## src/rtl/alarm_controller.sv

```systemverilog
// -----------------------------------------------------------------------------
// alarm_controller
//
// Purpose:
//   Holds a user-editable alarm time (hours/minutes), compares it against the
//   running time-of-day supplied by the upstream time counter, and sequences
//   the alarm through ringing, snooze and auto-stop. Everything runs on the
//   shared 1 Hz clock, so one cycle is one second.
//
//   The inc_hr/inc_min buttons are shared with the time counter. alarm_set
//   routes them here, but time_set wins: while the clock itself is being set,
//   the buttons are ignored by this block.
//
// Ports:
//   clk_1hz     in   1  1 Hz clock, the only clock
//   rst         in   1  synchronous active-high reset
//   cur_h       in   6  current hour   (0..23)
//   cur_m       in   6  current minute (0..59)
//   cur_s       in   6  current second (0..59)
//   time_set    in   1  time counter is in edit mode
//   alarm_set   in   1  alarm-time edit mode
//   inc_hr      in   1  hour increment button (level, sampled every cycle)
//   inc_min     in   1  minute increment button (level, sampled every cycle)
//   alarm_en    in   1  alarm armed
//   snooze      in   1  snooze request
//   stop        in   1  dismiss request
//   alm_h       out  6  stored alarm hour
//   alm_m       out  6  stored alarm minute
//   ringing     out  1  buzzer drive
//   snoozing    out  1  high while snoozing
//   snooze_cnt  out  2  snoozes used in the current alarm event
//   alarm_edit  out  1  registered alarm-edit qualifier
//
// FSM states:
//   state   | meaning
//   --------+------------------------------------------------------------
//   IDLE    | waiting for the alarm time to match (or disarmed / editing)
//   RINGING | buzzer on, down-counter times the auto-stop
//   SNOOZE  | buzzer silenced, down-counter times the snooze interval
// -----------------------------------------------------------------------------
module alarm_controller #(
  parameter int ALARM_H_INIT = 6,
  parameter int ALARM_M_INIT = 0,
  parameter int RING_SECS    = 60,
  parameter int SNOOZE_SECS  = 300,
  parameter int MAX_SNOOZE   = 3
) (
  input  logic       clk_1hz,
  input  logic       rst,
  input  logic [5:0] cur_h,
  input  logic [5:0] cur_m,
  input  logic [5:0] cur_s,
  input  logic       time_set,
  input  logic       alarm_set,
  input  logic       inc_hr,
  input  logic       inc_min,
  input  logic       alarm_en,
  input  logic       snooze,
  input  logic       stop,
  output logic [5:0] alm_h,
  output logic [5:0] alm_m,
  output logic       ringing,
  output logic       snoozing,
  output logic [1:0] snooze_cnt,
  output logic       alarm_edit
);

  typedef enum logic [1:0] {
    IDLE    = 2'd0,
    RINGING = 2'd1,
    SNOOZE  = 2'd2
  } state_t;

  // Counters load N-1 so that the terminal-count cycle is the Nth cycle.
  localparam logic [9:0] RING_LOAD   = 10'(RING_SECS - 1);
  localparam logic [9:0] SNOOZE_LOAD = 10'(SNOOZE_SECS - 1);
  localparam logic [1:0] SNOOZE_MAX  = 2'(MAX_SNOOZE);
  localparam logic [5:0] H_INIT      = 6'(ALARM_H_INIT);
  localparam logic [5:0] M_INIT      = 6'(ALARM_M_INIT);
  localparam logic [5:0] H_TOP       = 6'd23;
  localparam logic [5:0] M_TOP       = 6'd59;

  state_t     state;
  logic [9:0] cnt;
  logic       edit_ok;
  logic       trig;
  logic       cnt_tc;
  logic       snooze_ok;

  function automatic logic [5:0] wrap_inc(input logic [5:0] v,
                                          input logic [5:0] top);
    return (v == top) ? 6'd0 : v + 6'd1;
  endfunction

  // time_set has priority over alarm_set for the shared buttons.
  assign edit_ok = alarm_set & ~time_set;

  // A match is only possible at second 0, which is what keeps a dismissed
  // alarm from re-firing later in the same minute.
  assign trig = alarm_en & ~time_set & ~alarm_set &
                (cur_h == alm_h) & (cur_m == alm_m) & (cur_s == 6'd0);

  assign cnt_tc    = (cnt == 10'd0);
  assign snooze_ok = snooze & (snooze_cnt < SNOOZE_MAX);

  // ---------------------------------------------------------------------------
  // Alarm time register. Hour and minute wrap independently; there is no
  // carry from minutes into hours, matching how the buttons behave on the
  // time counter.
  // ---------------------------------------------------------------------------
  always_ff @(posedge clk_1hz) begin
    if (rst) begin
      alm_h      <= H_INIT;
      alm_m      <= M_INIT;
      alarm_edit <= 1'b0;
    end else begin
      alarm_edit <= edit_ok;
      if (edit_ok) begin
        if (inc_hr) begin
          alm_h <= wrap_inc(alm_h, H_TOP);
        end
        if (inc_min) begin
          alm_m <= wrap_inc(alm_m, M_TOP);
        end
      end
    end
  end

  // ---------------------------------------------------------------------------
  // Alarm sequencer. ringing/snoozing are registered alongside the state so
  // they change on exactly the same edge as the state they mirror.
  // ---------------------------------------------------------------------------
  always_ff @(posedge clk_1hz) begin
    if (rst) begin
      state      <= IDLE;
      cnt        <= 10'd0;
      snooze_cnt <= 2'd0;
      ringing    <= 1'b0;
      snoozing   <= 1'b0;
    end else if (!alarm_en || edit_ok) begin
      // Disarming or entering alarm edit abandons any event in progress.
      // snooze_cnt is left alone; it only clears on the next trigger.
      state    <= IDLE;
      cnt      <= 10'd0;
      ringing  <= 1'b0;
      snoozing <= 1'b0;
    end else begin
      case (state)
        IDLE: begin
          if (trig) begin
            state      <= RINGING;
            cnt        <= RING_LOAD;
            snooze_cnt <= 2'd0;
            ringing    <= 1'b1;
            snoozing   <= 1'b0;
          end
        end

        RINGING: begin
          if (stop) begin
            // stop outranks a simultaneous snooze.
            state    <= IDLE;
            cnt      <= 10'd0;
            ringing  <= 1'b0;
            snoozing <= 1'b0;
          end else if (snooze_ok) begin
            state      <= SNOOZE;
            cnt        <= SNOOZE_LOAD;
            snooze_cnt <= snooze_cnt + 2'd1;
            ringing    <= 1'b0;
            snoozing   <= 1'b1;
          end else if (cnt_tc) begin
            // Auto-stop; an exhausted snooze request also lands here
            // once the ring time runs out.
            state    <= IDLE;
            cnt      <= 10'd0;
            ringing  <= 1'b0;
            snoozing <= 1'b0;
          end else begin
            cnt <= cnt - 10'd1;
          end
        end

        SNOOZE: begin
          if (stop) begin
            state    <= IDLE;
            cnt      <= 10'd0;
            ringing  <= 1'b0;
            snoozing <= 1'b0;
          end else if (cnt_tc) begin
            state    <= RINGING;
            cnt      <= RING_LOAD;
            ringing  <= 1'b1;
            snoozing <= 1'b0;
          end else begin
            cnt <= cnt - 10'd1;
          end
        end

        default: begin
          state    <= IDLE;
          cnt      <= 10'd0;
          ringing  <= 1'b0;
          snoozing <= 1'b0;
        end
      endcase
    end
  end

endmodule

```

## config.mk

```make
export PLATFORM = sky130hd
export DESIGN_NAME = alarm_controller
export DESIGN_NICKNAME = d
export VERILOG_FILES = /design/src/rtl/alarm_controller.sv
export SDC_FILE = /design/constraint.sdc
export NUM_CORES = 1
export LEC_CHECK = 0
export CAP_MARGIN = 25
export CORE_AREA = 2 2 68 70
export CTS_BUF_LIST = sky130_fd_sc_hd__clkbuf_16
export CTS_CLUSTER_SIZE = 14
export DETAILED_ROUTE_END_ITERATION = 16
export DIE_AREA = 0 0 70 72
export GPL_TIMING_DRIVEN = 1
export HOLD_SLACK_MARGIN = 0.05
export PLACE_DENSITY = 0.79
export RECOVER_POWER = 50
export REMOVE_ABC_BUFFERS = 1
export SYNTH_ARGS = -nofsm -noshare
export SYNTH_HDL_FRONTEND = slang
export SYNTH_SLANG_ARGS = --single-unit
```

## constraint.sdc

```tcl
create_clock -name clk_1hz -period 2.06 [get_ports clk_1hz]
set_input_delay 0.309 -clock clk_1hz [delete_from_list [all_inputs] [get_ports clk_1hz]]
set_output_delay 0.309 -clock clk_1hz [all_outputs]
set_load 0.02 [all_outputs]
```

==> metrics.md, run 1 <==
| Metric | Value |
|---|---|
| Status | `finished clean` |
| Clk Latency, worst-skew pair | `280 ps` |
| Share of the synthesized area in the top cell type | `0.307` |
| Min cycle time layout | `1960 ps` |
| Peak Freq | `0.510 GHz` |
| Least-Margin Pin Slew | `431 ps` |
| Pre-CTS setup slack | `-389 ps` |
| Cts hold-fix bufs | `0` |
| Setup ws final | `97.5 ps` |
| Peak VDD IR | `415 uV` |
| CP Capture Type | `flop` |
| Cell accounting for the most synthesized area | `dfxtp_1` |
| Slowest stage cell, crit path | `clkdlybuf4s50_1` |
| Initial DRC count | `140` |
| Site row count | `24` |
| Gpl congestion | `0.857` |
| Critical path required time | `2230 ps` |
| Synth Flop Type | `dfxtp_1` |
| Gate Count Post-Synth | `227` |
| Die X-Extent | `70 um` |
| Synthesis warning total | `0` |
| Congestion Overflow GR | `0` |
| DR pass1 iterations | `4` |
| Nets | `344` |
| Leak | `0.00120 uW` |
| Core area | `0.00426 mm2` |
| Post-DRT Antenna Nets | `0` |
| Total Wirelength | `5500 um` |
| Number of global-route vias before repair | `1991` |
| TritonCTS Buffers | `5` |
| First-pass GRT wire length | `8930 um` |
| CTS Buffer Depth | `2` |
| Placed cell area | `0.00263 mm2` |
| Final setup fails | `0` |
| Initial Util | `0.443` |
| Fin. Hold Viols | `0` |
| R2R cell count | `6` |
| Reg-to-Reg End | `cnt[9]` |
| Min-Delay Startpoint | `ringing` |
| Largest net degree at the start of global routing | `11` |
| Clk_skew | `6.76 ps` |
| FF-to-FF Start | `cnt[1]` |
| Most frequent cell after synthesis | `dfxtp_1` |
| Placed instance count | `350` |
| Total number of vias | `2016` |
| Total Die Area | `0.00504 mm2` |
| Critical path arrival | `2130 ps` |
| Gr usage total | `0.222` |
| Worst reg2reg setup slack | `100 ps` |
| Sequential fraction of the synthesis area | `0.307` |
| Layout Cells excl Fill | `360` |
| H-tree levels | `2` |
| Hold Path Sink | `ringing` |
| Hold path cells | `2` |
| Design Area, Final | `0.00286 mm2` |
| Die height | `72 um` |
| Critical path startpoint category | `primary input` |
| Sink Count | `29` |
| Max stage delay on crit path | `470 ps` |
| DR DRC count | `0` |
| Pins over their slew limit | `0` |
| Count of cell types in the netlist | `52` |
| Type of the worst setup path | `in -> reg` |
| CTS tree | `done` |
| Total power | `1400 uW` |
| Initial antenna violation count | `0` |
| Worst-path clk slew | `50 ps` |
| I/O Buffers | `43` |
| Setup tns final | `0 ps` |
| CP Max Fanout | `5` |
| Post-DP HPWL | `4030 um` |
| Number of flops mapped to enable cells by yosys | `0` |
| Rel. slew slack | `0.713` |
| Post-Syn Area | `0.00189 mm2` |
| Async SR Flop Fraction | `0` |
| RSZ-0062 raised after global routing | `false` |
| Top Ports | `44` |
| Synth-to-layout area growth | `51.3%` |
| Share of layout cells above drive strength 1 | `0.201` |
| Power per cell area | `490 mW/mm2` |
| Routed length per placed instance | `15.3 um` |
| Synth area leaders | `dfxtp_1 (31%), xnor2_1 (7.4%), ha_1 (6.0%)` |
| Maxcap violations | `0` |
| Vias/cell | `5.60` |
| Hold Crit Class | `reg -> reg` |
| Number of synthesized register bits | `29` |
| Commonest cells post-synth | `dfxtp_1 (29), nor2_1 (20), a21oi_1 (16), xnor2_1 (16), nand2_1 (15)` |
| Worst-path cell chain | `clkdlybuf4s50_1 > xnor2_1 > nand4_1 > or4_4 > buf_6 > buf_4 > o2bb2ai_1 > a32o_1` |
| CTS Root Cell | `clkbuf_16` |
| CP Launch Point | `cur_m[5]` |
| Mean post-synth cell area | `8.33 um2` |
| Diodes inserted | `0` |
| Period Utilization, post-route | `0.953` |
## layout make-up
class	instances	area, um2
Sequential cell	29	581
Clock inverter	2	7.51
Fill cell	356	1400
Clock buffer	5	125
Multi-Input combinational cell	180	1290
Inverter	7	26.3
Tap cell	52	65.1
Timing Repair Buffer	85	768
## per-stage QoR
step	hold slack, ps	util
floorplan	378	-
global placement	443	0.616
detailed placement	459	0.616
CTS	465	0.654
global route	510	0.671
finish	457	0.671
## critical path, delay by kind of cell
| family | cells | cell delay (ps) |
|---|---|---|
| buffers and inverters | 3 | 750 |
| and+or+nand+nor | 2 | 580 |
| AOI/OAI and AO/OA | 2 | 350 |
| xor gates and xnor gates | 1 | 130 |
## registers in the layout, indices dropped and copies added (netlist names)
signal	cells
ringing	1
alm_m	6
cnt	10
snoozing	1
snooze_cnt	2
alm_h	6
state	2
alarm_edit	1
## placed cells by master, fill, tap and decap left out, drive strengths merged, types with 8 or more instances in the layout
| master | n |
|---|---|
| a21oi | 17 |
| buf | 40 |
| clkdlybuf4s50 | 17 |
| dfxtp | 29 |
| dlygate4sd3 | 11 |
| dlymetal6s2s | 11 |
| ha | 9 |
| inv | 8 |
| nand2 | 15 |
| nor2 | 20 |
| xnor2 | 16 |
## how the worst max path moves through the flow
| stage | end | cells past startpoint |
|---|---|---|
| floorplan | state[1] | 5 |
| global placement | cnt[6] | 8 |
| detailed placement | state[1] | 7 |
| CTS | cnt[2] | 8 |
| global route | cnt[9] | 6 |
| finish | cnt[2] | 8 |
## power breakdown
group	switching (uW)	internal (uW)
registers	3.23	567
logic	67.1	86.9
clock network	247	431
total	317	1080
## what timing repair did
item | 4_1_cts | 5_1_grt
resized for setup | 9 | 21
hold endpoints to repair | 0 | 0
gates cloned | 1 | 0
setup endpoints to repair | 13 | 16
pin swaps | 7 | 12
buffers inserted | 2 | 0
## cell families (layout without fill, tap and decap cells)
logic type,count (synthesis),in the layout,synth area share
AO/OA/AOI/OAI,52,52,0.193
XOR/XNOR,21,21,0.0973
adder cells (fa/ha/maj),9,9,0.0596
buffers and inverters,18,99,0.0417
flip-flops,29,29,0.307
multiplexers,5,5,0.0271
AND/OR/NAND/NOR,93,93,0.274
## per-layer routing
metal	wire length, um	global-route usage
met1	2280	0.249
met2	2800	0.408
met3	392	0.0667
met4	25	0.0641
met5	0	0
Power figures use the tool's default switching activity.
==> run 2, diff against run 1 <==
--- a/config.mk
+++ b/config.mk
@@ -8,7 +8,6 @@
 export CAP_MARGIN = 25
 export CORE_AREA = 2 2 68 70
 export CTS_BUF_LIST = sky130_fd_sc_hd__clkbuf_16
-export CTS_CLUSTER_SIZE = 14
 export DETAILED_ROUTE_END_ITERATION = 16
 export DIE_AREA = 0 0 70 72
 export GPL_TIMING_DRIVEN = 1
==> results of run 2 <==
No change in the layout: final DEF, timing and power equal those of run 1.
